[src/rtl/rv32i_pkg.sv]
// Shared RV32I definitions for the instruction encoder: opcodes, the
// descriptor class enum, the 32-bit word type, the latched descriptor
// payload and a signed-range helper used by the field checker.
package rv32i_pkg;

  localparam int unsigned XLEN   = 32;
  localparam int unsigned REG_W  = 5;
  localparam int unsigned ADDR_W = 10;

  typedef logic [XLEN-1:0] inst_t;

  typedef enum logic [2:0] {
    FMT_R     = 3'd0,
    FMT_LOAD  = 3'd1,
    FMT_I_ALU = 3'd2,
    FMT_JALR  = 3'd3,
    FMT_S     = 3'd4,
    FMT_B     = 3'd5,
    FMT_LUI   = 3'd6,
    FMT_JAL   = 3'd7
  } fmt_e;

  localparam logic [6:0] OPC_R     = 7'b0110011;
  localparam logic [6:0] OPC_LOAD  = 7'b0000011;
  localparam logic [6:0] OPC_I_ALU = 7'b0010011;
  localparam logic [6:0] OPC_JALR  = 7'b1100111;
  localparam logic [6:0] OPC_S     = 7'b0100011;
  localparam logic [6:0] OPC_B     = 7'b1100011;
  localparam logic [6:0] OPC_LUI   = 7'b0110111;
  localparam logic [6:0] OPC_JAL   = 7'b1101111;

  localparam logic [2:0] F3_SLL = 3'b001;
  localparam logic [2:0] F3_SR  = 3'b101;
  localparam logic [6:0] F7_ALT = 7'b0100000;

  typedef struct packed {
    fmt_e             fmt;
    logic [REG_W-1:0] rd;
    logic [REG_W-1:0] rs1;
    logic [REG_W-1:0] rs2;
    logic [2:0]       funct3;
    logic [6:0]       funct7;
    logic [XLEN-1:0]  imm;
  } desc_t;

  // True when v is representable as an n-bit two's-complement value.
  function automatic logic fits_signed(input logic [XLEN-1:0] v, input int unsigned n);
    logic [XLEN-1:0] hi;
    hi = XLEN'($signed(v) >>> (n - 1));
    return (hi == '0) || (hi == '1);
  endfunction

endpackage

[src/rtl/inst_pack.sv]
// Combinational RV32I packer and field checker.
//   desc_i   : latched field descriptor
//   inst_c_o : packed instruction word (unused fields zero)
//   err_c_o  : illegal field combination; only computed when
//              INST_ENC_ERRCHK_EN is defined, otherwise tied low
module inst_pack
  import rv32i_pkg::*;
(
  input  desc_t desc_i,
  output inst_t inst_c_o,
  output logic  err_c_o
);

  logic is_shift;
  assign is_shift = (desc_i.funct3 == F3_SLL) || (desc_i.funct3 == F3_SR);

  // Field packing; out-of-range immediates are silently truncated.
  always_comb begin
    inst_c_o = '0;
    unique case (desc_i.fmt)
      FMT_R:     inst_c_o = {desc_i.funct7, desc_i.rs2, desc_i.rs1, desc_i.funct3,
                             desc_i.rd, OPC_R};
      FMT_LOAD:  inst_c_o = {desc_i.imm[11:0], desc_i.rs1, desc_i.funct3, desc_i.rd, OPC_LOAD};
      FMT_I_ALU: begin
        if (is_shift) begin
          inst_c_o = {desc_i.funct7, desc_i.imm[4:0], desc_i.rs1, desc_i.funct3,
                      desc_i.rd, OPC_I_ALU};
        end else begin
          inst_c_o = {desc_i.imm[11:0], desc_i.rs1, desc_i.funct3, desc_i.rd, OPC_I_ALU};
        end
      end
      FMT_JALR:  inst_c_o = {desc_i.imm[11:0], desc_i.rs1, desc_i.funct3, desc_i.rd, OPC_JALR};
      FMT_S:     inst_c_o = {desc_i.imm[11:5], desc_i.rs2, desc_i.rs1, desc_i.funct3,
                             desc_i.imm[4:0], OPC_S};
      FMT_B:     inst_c_o = {desc_i.imm[12], desc_i.imm[10:5], desc_i.rs2, desc_i.rs1,
                             desc_i.funct3, desc_i.imm[4:1], desc_i.imm[11], OPC_B};
      FMT_LUI:   inst_c_o = {desc_i.imm[31:12], desc_i.rd, OPC_LUI};
      FMT_JAL:   inst_c_o = {desc_i.imm[20], desc_i.imm[10:1], desc_i.imm[11],
                             desc_i.imm[19:12], desc_i.rd, OPC_JAL};
      default:   inst_c_o = '0;
    endcase
  end

`ifdef INST_ENC_ERRCHK_EN
  logic f7_std;
  logic alt_bad;
  assign f7_std  = (desc_i.funct7 == 7'd0) || (desc_i.funct7 == F7_ALT);
  // The alternate funct7 only exists for SUB and SRA/SRAI.
  assign alt_bad = (desc_i.funct7 == F7_ALT) && (desc_i.funct3 != 3'b000) &&
                   (desc_i.funct3 != F3_SR);

  // Range and encoding legality per class.
  always_comb begin
    err_c_o = 1'b0;
    unique case (desc_i.fmt)
      FMT_R:     err_c_o = !f7_std || alt_bad;
      FMT_LOAD,
      FMT_JALR,
      FMT_S:     err_c_o = !fits_signed(desc_i.imm, 12);
      FMT_I_ALU: err_c_o = !fits_signed(desc_i.imm, 12) || (is_shift && alt_bad);
      FMT_B:     err_c_o = !fits_signed(desc_i.imm, 13) || desc_i.imm[0];
      FMT_LUI:   err_c_o = |desc_i.imm[11:0];
      FMT_JAL:   err_c_o = !fits_signed(desc_i.imm, 21) || desc_i.imm[0];
      default:   err_c_o = 1'b0;
    endcase
  end
`else
  assign err_c_o = 1'b0;
`endif

endmodule

[src/rtl/inst_encoder.sv]
// Two-stage RV32I instruction encoder with instruction-memory addressing.
// S1 latches the field descriptor, inst_pack encodes it, S2 holds the word.
//   clk, rst_n         : clock, async active-low reset
//   clr                : synchronous flush of both stages and address clear
//   in_valid/in_ready  : descriptor handshake (in_fmt, in_rd, in_rs1, in_rs2,
//                        in_funct3, in_funct7, in_imm)
//   out_valid/out_ready: word handshake (out_inst, out_addr, out_err)
// Optional field checking: define INST_ENC_ERRCHK_EN.
module inst_encoder
  import rv32i_pkg::*;
(
  input  logic              clk,
  input  logic              rst_n,
  input  logic              clr,
  input  logic              in_valid,
  output logic              in_ready,
  input  logic [2:0]        in_fmt,
  input  logic [REG_W-1:0]  in_rd,
  input  logic [REG_W-1:0]  in_rs1,
  input  logic [REG_W-1:0]  in_rs2,
  input  logic [2:0]        in_funct3,
  input  logic [6:0]        in_funct7,
  input  logic [XLEN-1:0]   in_imm,
  output logic              out_valid,
  input  logic              out_ready,
  output inst_t             out_inst,
  output logic [ADDR_W-1:0] out_addr,
  output logic              out_err
);

  logic              s1_valid_q, s1_valid_d;
  desc_t             s1_desc_q, s1_desc_d;
  logic              out_valid_q, out_valid_d;
  inst_t             out_inst_q, out_inst_d;
  logic              out_err_q, out_err_d;
  logic [ADDR_W-1:0] out_addr_q, out_addr_d;

  desc_t desc_in;
  inst_t pack_inst;
  logic  pack_err;
  logic  s2_adv;
  logic  s1_adv;

  assign desc_in = '{fmt: fmt_e'(in_fmt), rd: in_rd, rs1: in_rs1, rs2: in_rs2,
                     funct3: in_funct3, funct7: in_funct7, imm: in_imm};

  assign s2_adv   = ~out_valid_q | out_ready;
  assign s1_adv   = ~s1_valid_q | s2_adv;
  // Ready is masked by clr (flush wins) and by reset.
  assign in_ready = s1_adv & ~clr & rst_n;

  inst_pack u_pack (
    .desc_i   (s1_desc_q),
    .inst_c_o (pack_inst),
    .err_c_o  (pack_err)
  );

  // Pipeline advance, flush and address counter.
  always_comb begin
    s1_valid_d  = s1_valid_q;
    s1_desc_d   = s1_desc_q;
    out_valid_d = out_valid_q;
    out_inst_d  = out_inst_q;
    out_err_d   = out_err_q;
    out_addr_d  = out_addr_q;
    if (clr) begin
      s1_valid_d  = 1'b0;
      out_valid_d = 1'b0;
      out_err_d   = 1'b0;
      out_addr_d  = '0;
    end else begin
      if (s1_adv) begin
        s1_valid_d = in_valid;
        if (in_valid) s1_desc_d = desc_in;
      end
      if (s2_adv) begin
        out_valid_d = s1_valid_q;
        if (s1_valid_q) begin
          out_inst_d = pack_inst;
          out_err_d  = pack_err;
        end
      end
      if (out_valid_q && out_ready) out_addr_d = out_addr_q + ADDR_W'(1);
    end
  end

  always_ff @(posedge clk or negedge rst_n) begin
    if (!rst_n) begin
      s1_valid_q  <= 1'b0;
      s1_desc_q   <= '0;
      out_valid_q <= 1'b0;
      out_inst_q  <= '0;
      out_err_q   <= 1'b0;
      out_addr_q  <= '0;
    end else begin
      s1_valid_q  <= s1_valid_d;
      s1_desc_q   <= s1_desc_d;
      out_valid_q <= out_valid_d;
      out_inst_q  <= out_inst_d;
      out_err_q   <= out_err_d;
      out_addr_q  <= out_addr_d;
    end
  end

  assign out_valid = out_valid_q;
  assign out_inst  = out_inst_q;
  assign out_err   = out_err_q;
  assign out_addr  = out_addr_q;

endmodule

[config.mk]
export PLATFORM = sky130hd
export DESIGN_NAME = inst_encoder
export DESIGN_NICKNAME = d
export VERILOG_FILES = /design/src/rtl/rv32i_pkg.sv /design/src/rtl/inst_pack.sv /design/src/rtl/inst_encoder.sv
export SDC_FILE = /design/constraint.sdc
export NUM_CORES = 1
export LEC_CHECK = 0
export CORE_MARGIN = 4
export CORE_UTILIZATION = 49
export CTS_BUF_LIST = sky130_fd_sc_hd__clkbuf_4 sky130_fd_sc_hd__clkbuf_8 sky130_fd_sc_hd__clkbuf_16
export CTS_CLUSTER_SIZE = 24
export DETAILED_ROUTE_END_ITERATION = 8
export PLACE_DENSITY = 0.8
export SLEW_MARGIN = 15
export SYNTH_ARGS = -nofsm -noshare
export SYNTH_HDL_FRONTEND = slang
export SYNTH_SLANG_ARGS = --single-unit
[constraint.sdc]
create_clock -name clk -period 2.2 [get_ports clk]
set_input_delay 0.33 -clock clk [delete_from_list [all_inputs] [get_ports clk]]
set_output_delay 0.33 -clock clk [all_outputs]
set_load 0.05 [all_outputs]
==> impl_metrics.json <==
{
  "tightest_slew_ns": 0.637,
  "worst_slack_ns": 0.213,
  "row_count": 34,
  "antenna_left": 0,
  "arrival_ns": 1.66,
  "slew_headroom_pct": 57.4,
  "grt_max_degree": 104,
  "yosysUniqueCellTypes": 38,
  "crit_cells": 1,
  "grt_pass1_wl_mm": 16.0,
  "critPathSlowestCell": "clkdlybuf4s50_1",
  "yosysWarningCount": 0,
  "worstPathRequired_ns": 1.87,
  "overflow": 0,
  "grt_pass1_vias": 3269,
  "drt_iter0_drc": 145,
  "rsz0062_at_grt": "no",
  "cp_cell_sequence": "clkdlybuf4s50_1",
  "period_share_pct": 90.3,
  "p_leak_nw": 2.50,
  "cts_root_buffer": "clkbuf_8",
  "fp.dieW_um": 103,
  "synth-xor-area-share_pct": 1.77,
  "worstSetupPathType": "reg2out",
  "synth_compound_area_share_pct": 8.48,
  "cts_buffers": 9,
  "crit_fanout": 6,
  "syn_area_um2": 4440,
  "die_h_um": 103,
  "syn_to_final_growth_pct": 32.3,
  "critPathMaxStageDelay_ns": 0.84,
  "cp.buffers_inverters": 1,
  "viasPerCell": 5.43,
  "final_cell_mix": "106 x clkdlybuf4s50_1, 103 x dfrtp_1, 61 x mux2_2, 27 x nand2_1, 22 x nor2_1",
  "antenna_found_initial": 0,
  "antennaDiodeCount": 0,
  "initial_core_util_pct": 50.7,
  "clk_latency_ns": 0.36,
  "fmaxAchievable_ghz": 0.503,
  "drc": 0,
  "htreeDepth": 3,
  "synthesis.nets": 429,
  "syn_inst": 363,
  "cts_sinks": 103,
  "core_region_area_um2": 8760,
  "finalPower_mw": 5.19,
  "vdd.ir_drop.worst_uv": 470,
  "setup_viol": 0,
  "synth.avg_cell_area_um2": 12.2,
  "wl_per_cell_um": 16.6,
  "start_kind": "flop",
  "synth_seq_area_share_pct": 58.0,
  "drtPass1Iterations": 4,
  "min_path_type": "in2async",
  "final_util_pct": 67.1,
  "synth_fa_ha_area_share_pct": 0.507,
  "hpwl_mm": 6.94,
  "cpLargestDelayFamily": "buffers and inverters",
  "die_area_um2": 10700,
  "yosys.area_share.simple_pct": 9.74,
  "ctsResizeCount": 0,
  "drv_slew": 0,
  "final_common_cell": "clkdlybuf4s50_1",
  "port_buffers": 108,
  "nets": 540,
  "cts.clk_slew.worst_paths_ns": 0.10,
  "maxCapViolCount": 0,
  "setup_tns_ns": 0,
  "cts_buffer_depth": 2,
  "rr_worst_depth": 4,
  "n_fill_cell": 672,
  "cts_setup_buffers": 0,
  "synth.mux.area_fraction_pct": 18.6,
  "cellPowerDensity_nw_per_um2": 884,
  "dp_slack_ns": 0.0273,
  "final.min_clock_period_ns": 1.99,
  "critPathCaptureType": "output pin",
  "ys_seq_elements": 103,
  "final_hold_viol_count": 0,
  "cts_tree": "done",
  "ctsHoldBuffers": 0,
  "io_pins": 110,
  "place_congestion": 0.806,
  "wirelength_mm": 9.74,
  "drive_above_1_share_pct": 20.9,
  "vias": 3185,
  "grtUsageTotal_pct": 19.3,
  "clock_skew_ns": 0.0162,
  "status": "finished clean",
  "synth_top_family_by_area": "multiplexers"
}
## where the power goes
group / internal (mW) / switching [mW] / leakage, nW
Combinational: 0.698 / 0.963 / 1.16
Sequential: 2.21 / 0.221 / 1.24
Clock: 0.464 / 0.640 / 0.0896
## final timing paths
path                           endpoint   startpoint  slack [ns]
min in group clk            out_inst[6]  out_inst[6]        0.49
min                         out_inst[2]        rst_n        0.07
max in group asynchronous  s1_desc_q[0]        rst_n        1.72
max reg2reg                 out_inst[4]    out_valid        0.41
min reg2reg                 out_inst[6]  out_inst[6]        0.49
max                         out_addr[3]  out_addr[3]        0.21
## kinds of logic (layout without fill, tap and decap cells)
logic type | after synthesis | in the layout
buffers and inverters | 24 | 140
AND/OR/NAND/NOR | 89 | 89
flip-flops | 103 | 103
AO/OA/AOI/OAI | 60 | 60
adder cells (fa/ha/maj) | 2 | 2
multiplexers | 75 | 75
XOR/XNOR | 9 | 9
other | 1 | 1
## routing by layer
layer	global-route usage, %	vias to the layer above	wire [µm]	share of wire (%)
met5	0	-	0	0
met2	33.3	78	4980	51
li1	-	1500	-	-
met1	24.8	1594	4170	43
met4	6.57	0	135	1.4
met3	3.02	13	464	4.8
## sequential cells by signal (all words and copies together), names as in the netlist
register    flops
out_inst       31
s1_valid_q      1
out_addr       10
out_valid       1
s1_desc_q      60
## layout make-up
class	instances	area, µm²	share of cell area [%]
Inverter	1	3.75	0.0639
Timing Repair Buffer	123	1230	20.9
Multi-Input combinational cell	236	1750	29.8
Clock buffer	11	145	2.47
Tap cell	108	135	2.30
Sequential cell	103	2580	43.8
Clock inverter	5	41.3	0.702
## cells in the mapped netlist
| cell | count | area share, % |
|---|---|---|
| a211oi_1 | 2 | 0.34 |
| a211oi_2 | 1 | 0.28 |
| a21oi_1 | 16 | 1.8 |
| a221o_1 | 2 | 0.45 |
| a221oi_1 | 11 | 2.2 |
| a311oi_1 | 1 | 0.20 |
| a31oi_1 | 2 | 0.28 |
| and2_1 | 1 | 0.14 |
| and3_1 | 2 | 0.28 |
| and4_1 | 1 | 0.20 |
| buf_2 | 12 | 1.4 |
| buf_4 | 3 | 0.51 |
| buf_6 | 1 | 0.25 |
| clkbuf_1 | 7 | 0.59 |
| conb_1 | 1 | 0.084 |
| dfrtp_1 | 103 | 58 |
| ha_1 | 1 | 0.28 |
| inv_1 | 1 | 0.084 |
| maj3_1 | 1 | 0.23 |
| mux2_2 | 61 | 15 |
| mux2i_1 | 14 | 3.2 |
| nand2_1 | 28 | 2.4 |
| nand2_2 | 1 | 0.14 |
| nand2b_1 | 12 | 1.7 |
| nand3_1 | 9 | 1.0 |
| nand4_1 | 2 | 0.28 |
| nor2_1 | 22 | 1.9 |
| nor2b_1 | 5 | 0.70 |
| nor2b_4 | 1 | 0.31 |
| nor3_1 | 2 | 0.23 |
| nor3b_1 | 2 | 0.34 |
| o21ai_0 | 14 | 1.6 |
| o21ai_1 | 9 | 1.0 |
| o22a_1 | 1 | 0.20 |
| o31ai_1 | 1 | 0.17 |
| or3b_1 | 1 | 0.20 |
| xnor2_1 | 3 | 0.59 |
| xor2_1 | 6 | 1.2 |
## metrics by stage
step / area, µm² / cells / hold WS (ns)
detailed placement: 5690 / 571 / 0.469
finish: 5880 / 587 / 0.0705
floorplan: 4440 / 363 / 0.0344
global route: 5880 / 587 / 0.103
global placement: 5690 / 571 / 0.462
CTS: 5880 / 587 / 0.103
(Power assumes the default switching activity.)
